File: src/rtl/arith_multicycle.sv
// arith_multicycle: multicycle MIPS-subset arithmetic machine; define ARITH_SLT_EN to add slt/slti
module arith_multicycle #(
  parameter int WIDTH = 32,
  parameter int NREGS = 32
) (
  input  logic                     clock,
  input  logic                     reset,
  output logic                     imem_req,
  output logic [WIDTH-1:0]         imem_addr,
  input  logic                     imem_ack,
  input  logic [31:0]              imem_data,
  output logic                     except,
  output logic [31:0]              retired,
  input  logic [$clog2(NREGS)-1:0] dbg_addr,
  output logic [WIDTH-1:0]         dbg_data
);
  localparam int AW = $clog2(NREGS);
  typedef enum logic [1:0] {FETCH, EXEC, EXCEPT} state_t;
  state_t           r_state, w_next;
  logic [WIDTH-1:0] r_pc;
  logic [31:0]      r_ir, r_retired;
  logic [WIDTH-1:0] r_regs [NREGS];
  logic [5:0]       w_op, w_fn;
  logic [AW-1:0]    w_rs, w_rt, w_rd, w_dst;
  logic [WIDTH-1:0] w_a, w_b, w_sext, w_zext, w_res;
  logic             w_legal;
  assign w_op      = r_ir[31:26];
  assign w_fn      = r_ir[5:0];
  assign w_rs      = r_ir[21 +: AW];
  assign w_rt      = r_ir[16 +: AW];
  assign w_rd      = r_ir[11 +: AW];
  assign w_a       = r_regs[w_rs];
  assign w_b       = r_regs[w_rt];
  assign w_sext    = WIDTH'($signed(r_ir[15:0]));
  assign w_zext    = WIDTH'(r_ir[15:0]);
  // request is suppressed while reset is held low, whatever the state register holds
  assign imem_req  = (r_state == FETCH) && reset;
  assign imem_addr = r_pc;
  assign except    = (r_state == EXCEPT);
  assign retired   = r_retired;
  assign dbg_data  = (dbg_addr == '0) ? '0 : r_regs[dbg_addr];
  // decode IR: R-type writes rd, immediate forms write rt; unknown encodings are illegal
  always_comb begin
    w_legal = 1'b1;
    w_dst   = w_rd;
    w_res   = '0;
    if (w_op == 6'h00) begin
      case (w_fn)
        6'h20:   w_res = w_a + w_b;
        6'h22:   w_res = w_a - w_b;
        6'h24:   w_res = w_a & w_b;
        6'h25:   w_res = w_a | w_b;
        6'h26:   w_res = w_a ^ w_b;
        6'h27:   w_res = ~(w_a | w_b);
`ifdef ARITH_SLT_EN
        6'h2a:   w_res = WIDTH'($signed(w_a) < $signed(w_b));
`endif
        default: w_legal = 1'b0;
      endcase
    end else begin
      w_dst = w_rt;
      case (w_op)
        6'h08:   w_res = w_a + w_sext;
        6'h0c:   w_res = w_a & w_zext;
        6'h0d:   w_res = w_a | w_zext;
        6'h0e:   w_res = w_a ^ w_zext;
`ifdef ARITH_SLT_EN
        6'h0a:   w_res = WIDTH'($signed(w_a) < $signed(w_sext));
`endif
        default: w_legal = 1'b0;
      endcase
    end
  end
  // next-state: fetch waits for ack, exec returns to fetch or traps, except absorbs
  always_comb begin
    w_next = r_state;
    case (r_state)
      FETCH:   w_next = imem_ack ? EXEC : FETCH;
      EXEC:    w_next = w_legal ? FETCH : EXCEPT;
      default: w_next = EXCEPT;
    endcase
  end
  // state register
  always_ff @(posedge clock) begin
    if (!reset) r_state <= FETCH;
    else        r_state <= w_next;
  end
  // datapath: IR latch on ack, architectural update when a legal instruction ends EXEC
  always_ff @(posedge clock) begin
    if (!reset) begin
      r_pc      <= '0;
      r_ir      <= '0;
      r_retired <= '0;
      for (int i = 0; i < NREGS; i++) r_regs[i] <= '0;
    end else begin
      if (r_state == FETCH && imem_ack) r_ir <= imem_data;
      if (r_state == EXEC && w_legal) begin
        r_pc      <= r_pc + WIDTH'(4);
        r_retired <= r_retired + 32'd1;
        if (w_dst != '0) r_regs[w_dst] <= w_res;
      end
    end
  end
endmodule

File: config.mk
export PLATFORM = sky130hd
export DESIGN_NAME = arith_multicycle
export DESIGN_NICKNAME = d
export VERILOG_FILES = /design/src/rtl/arith_multicycle.sv
export SDC_FILE = /design/constraint.sdc
export NUM_CORES = 2
export LEC_CHECK = 0
export BUFFER_PORTS_ARGS = -buffer_cell sky130_fd_sc_hd__buf_2
export CORE_MARGIN = 2
export CORE_UTILIZATION = 29
export CTS_BUF_LIST = sky130_fd_sc_hd__clkbuf_4 sky130_fd_sc_hd__clkbuf_8
export DETAILED_ROUTE_END_ITERATION = 10
export PLACE_DENSITY = 0.51
export SLEW_MARGIN = 5
export SYNTH_ARGS = -nofsm -noshare
export SYNTH_HDL_FRONTEND = slang
export SYNTH_SLANG_ARGS = --single-unit
File: constraint.sdc
create_clock -name clock -period 15.3 [get_ports clock]
set_input_delay 0.765 -clock clock [delete_from_list [all_inputs] [get_ports clock]]
set_output_delay 0.765 -clock clock [all_outputs]
set_load 0.05 [all_outputs]
==> run metrics <==
PostCTS Resize Cnt 0; CP Cell Sequence buf_4 -> buf_4 -> mux2i_1 -> nand3_1 -> nand4_1 -> o22a_1 -> nor4b_2 -> nand3_1 -> or2_1 -> nor3_1 -> a31oi_1 -> xnor2_1 -> ha_1 -> nand3_1 -> nor3_1 -> nand3_1 -> a211oi_1 -> o41ai_1 -> xnor2_1 -> a211oi_1 -> o21ai_4 -> a21oi_1; Num CTS Buffers 198; area share of the largest cell type after synthesis 42.83%; root buffer cell clkbuf_8; period utilization between 50% and 60%; detailed-route wire length 320.9 mm; Worst path max stage delay between 0.7 and 0.8 ns; drt first pass iters 8; family with the most delay on the worst path simple AND/OR/NAND/NOR gates; Synth Flop Type edfxtp_1; worst-case clock buffer depth 3; drt first-iter violations 9267; synth unique cells 86; die area 251500 sq um; IO Pins 138; vias between 50000 and 60000; Peak VDD IR 102.7 uV; skew final 0.06316 ns; Worst Path Max Fanout 62; clock latency on the worst-skew pair 1.00 ns; first-pass GRT wire length 437.7 mm; hold_ws 0.1244 ns; Final TNS setup 0 ns; FILL cells ~24000; initial antenna violation count 16; clk sinks 1130; sequential cell area 32910 sq um; # DRC 0; Arrival @ worst endpoint 9.51 ns; Clock transition at path regs 0.07 ns; area of the multi-input gates 36930 sq um; synthesized area slightly above 70000 sq um; area of the core 245900 sq um; Bufs and invs on worst path 2; share of layout cells above drive strength 1 27.35%; PD cells 106.3 nW/um^2; CP required 15.96 ns; Post-synth ARST share 0%; WS Path Type reg -> reg; Syn Inst Count 5582; Detail Route Antenna Nets 0; Max-slew headroom 12.56%; M3 GR Usage 8.577%; GR Util met1 between 30% and 40%; post-synthesis sequential area ratio 45.79%; Area growth syn-to-layout 12.39%; vias in the first global route 53690; hpwl dp around 190 mm; I/O Buffers 135; outcome complete, no violations; count leader, synth nor2_1; most frequent cells after synthesis nor2_1 (1166), edfxtp_1 (1024), mux4_2 (807); Setup violations, final 0; # rows 182; Max Slew Vio Count 0; Initial Utilization between 20 and 30%; post-synthesis register bit count 1130; gpl congestion 0.9572; grt met2 use 36.62%; maxcap violations 0; Yosys warning count 0; fin nets a little under 6000; Leak Pwr 26.23 nW; Hold WC Path Type in -> reg; CTS H-tree depth 4; element type at the critical path end flop; final hold viol count 0; die width ~500 microns; minimum clock period 8.850 ns; Congestion Overflow GR 0; EDFF count, synth 1024; postcts setup bufs 0; largest cells by area after synthesis edfxtp_1 (43%), mux4_2 (25%), nor2_1 (6.1%); PnR Total Power roughly 8.6 mW; Top Usage Layer GRT met2; wire per inst 35.62 microns; syn_area_per_cell roughly 13 sq um; Max Fclk roughly 110 MHz; Tot GR Track Use about a quarter; chip height 501.5 microns; CTS tree built; largest net degree at the start of global routing 105; RSZ-0062 raised after global routing false; Least-Margin Pin Slew between 1 and 1.5 ns; Yosys top cell by area edfxtp_1; Hold Buf Count CTS 28; Vias/cell 6.167; most frequent cell on the critical path nand3_1; Startpoint Class flop; Worst path slowest cell dfxtp_4
final timing paths:
| path | from | end | slack, ns | cells after the start |
|---|---|---|---|---|
| setup / recovery | flop | r_regs[3][31]$_SDFFCE_PN0P_ | 6.45 | 22 |
| hold reg to reg | r_ir[23]$_SDFFE_PN0P_ | flop | 0.46 | 2 |
| hold / removal | imem_data[18] | flop | 0.12 | 3 |
| setup reg to reg | flop | r_regs[3][31]$_SDFFCE_PN0P_ | 6.45 | 22 |
report_power, final:
part | total [mW] | internal (mW) | switching [mW] | leakage, nW
combinational | 2.02 | 0.763 | 1.25 | 12.7
clock | 2.96 | 1.56 | 1.40 | 2.10
sequential | 3.60 | 3.47 | 0.128 | 11.4
worst reg2reg max path: cells and delay by family (launching register included):
family | cells | cell delay, ns
multiplexers | 1 | 0.42
XOR/XNOR | 2 | 0.45
adder cells (fa/ha/maj) | 1 | 0.41
buffers and inverters | 2 | 1.55
flip-flops | 1 | 0.79
AND/OR/NAND/NOR | 9 | 2.68
AO/OA/AOI/OAI | 7 | 2.22
cell usage in the layout (no fill, tap or decap), types with 13 or more instances in the layout:
| cell type | n |
|---|---|
| conb_1 | 34 |
| mux2i_1 | 330 |
| nand4_1 | 34 |
| o21ai_0 | 94 |
| dfxtp_1 | 94 |
| nor2b_1 | 14 |
| clkbuf_4 | 55 |
| o21bai_1 | 14 |
| o22ai_1 | 26 |
| mux4_2 | 807 |
| nand2_1 | 168 |
| a21oi_1 | 185 |
| nor3_1 | 52 |
| xor2_1 | 49 |
| clkinv_2 | 23 |
| and3_1 | 28 |
| buf_4 | 177 |
| nor3b_1 | 30 |
| a22oi_1 | 105 |
| dlygate4sd3_1 | 28 |
| ha_1 | 145 |
| inv_1 | 101 |
| clkinv_1 | 42 |
| o211ai_1 | 19 |
| a21o_1 | 32 |
| clkbuf_8 | 211 |
| nor2_1 | 1160 |
| o21a_1 | 13 |
| xnor2_1 | 104 |
| a31oi_1 | 22 |
| edfxtp_1 | 1024 |
| or3_1 | 14 |
| buf_2 | 130 |
| and2_1 | 15 |
| nand3_1 | 109 |
| nand2_2 | 61 |
state kept, by name (all words and copies together), names as in the netlist, named ones only:
name,count
r_state,2
r_regs,1024
retired,32
r_ir,32
imem_addr,30
routing by layer:
metal	part of all wire, %	up-vias	wire length [microns]
met5	0.015	-	48
met4	5.6	6	18050
met3	14	833	44110
met2	43	4420	137300
met1	38	28670	121400
li1	-	21640	-
logic make-up after synthesis:
group                      Yosys count  share of synthesized area, %
xor gates and xnor gates           153                         1.867
other                                1                      0.005224
adders and majority gates          147                         2.583
muxes                             1150                         30.14
buffers and inverters              629                         3.700
AOI/OAI and AO/OA                  625                         5.624
and+or+nand+nor                   1747                         10.29
DFF                               1130                         45.79
per-stage QoR:
step                setup slack (ns)  instance area [sq um]  std cells  util, %
floorplan                      8.620                  71910       5615        -
global placement               6.364                  76380       8626    31.06
detailed placement             6.397                  76380       8626    31.06
CTS                            6.339                  80670       9007    32.80
global route                   6.109                  80680       9008    32.80
finish                         6.450                  80680       9010    32.81
cell type report:
| class | instances | area share (%) |
|---|---|---|
| sequential | 1130 | 40.80 |
| timing repair buffer | 343 | 2.976 |
| multi-input combinational | 3856 | 45.77 |
| clock buffer | 266 | 4.111 |
| tap | 3220 | 4.994 |
| clock inverter | 87 | 0.8514 |
| inverter | 105 | 0.4947 |
| antenna | 3 | 0.009305 |
Note: power is estimated with default switching activity, not from simulation.
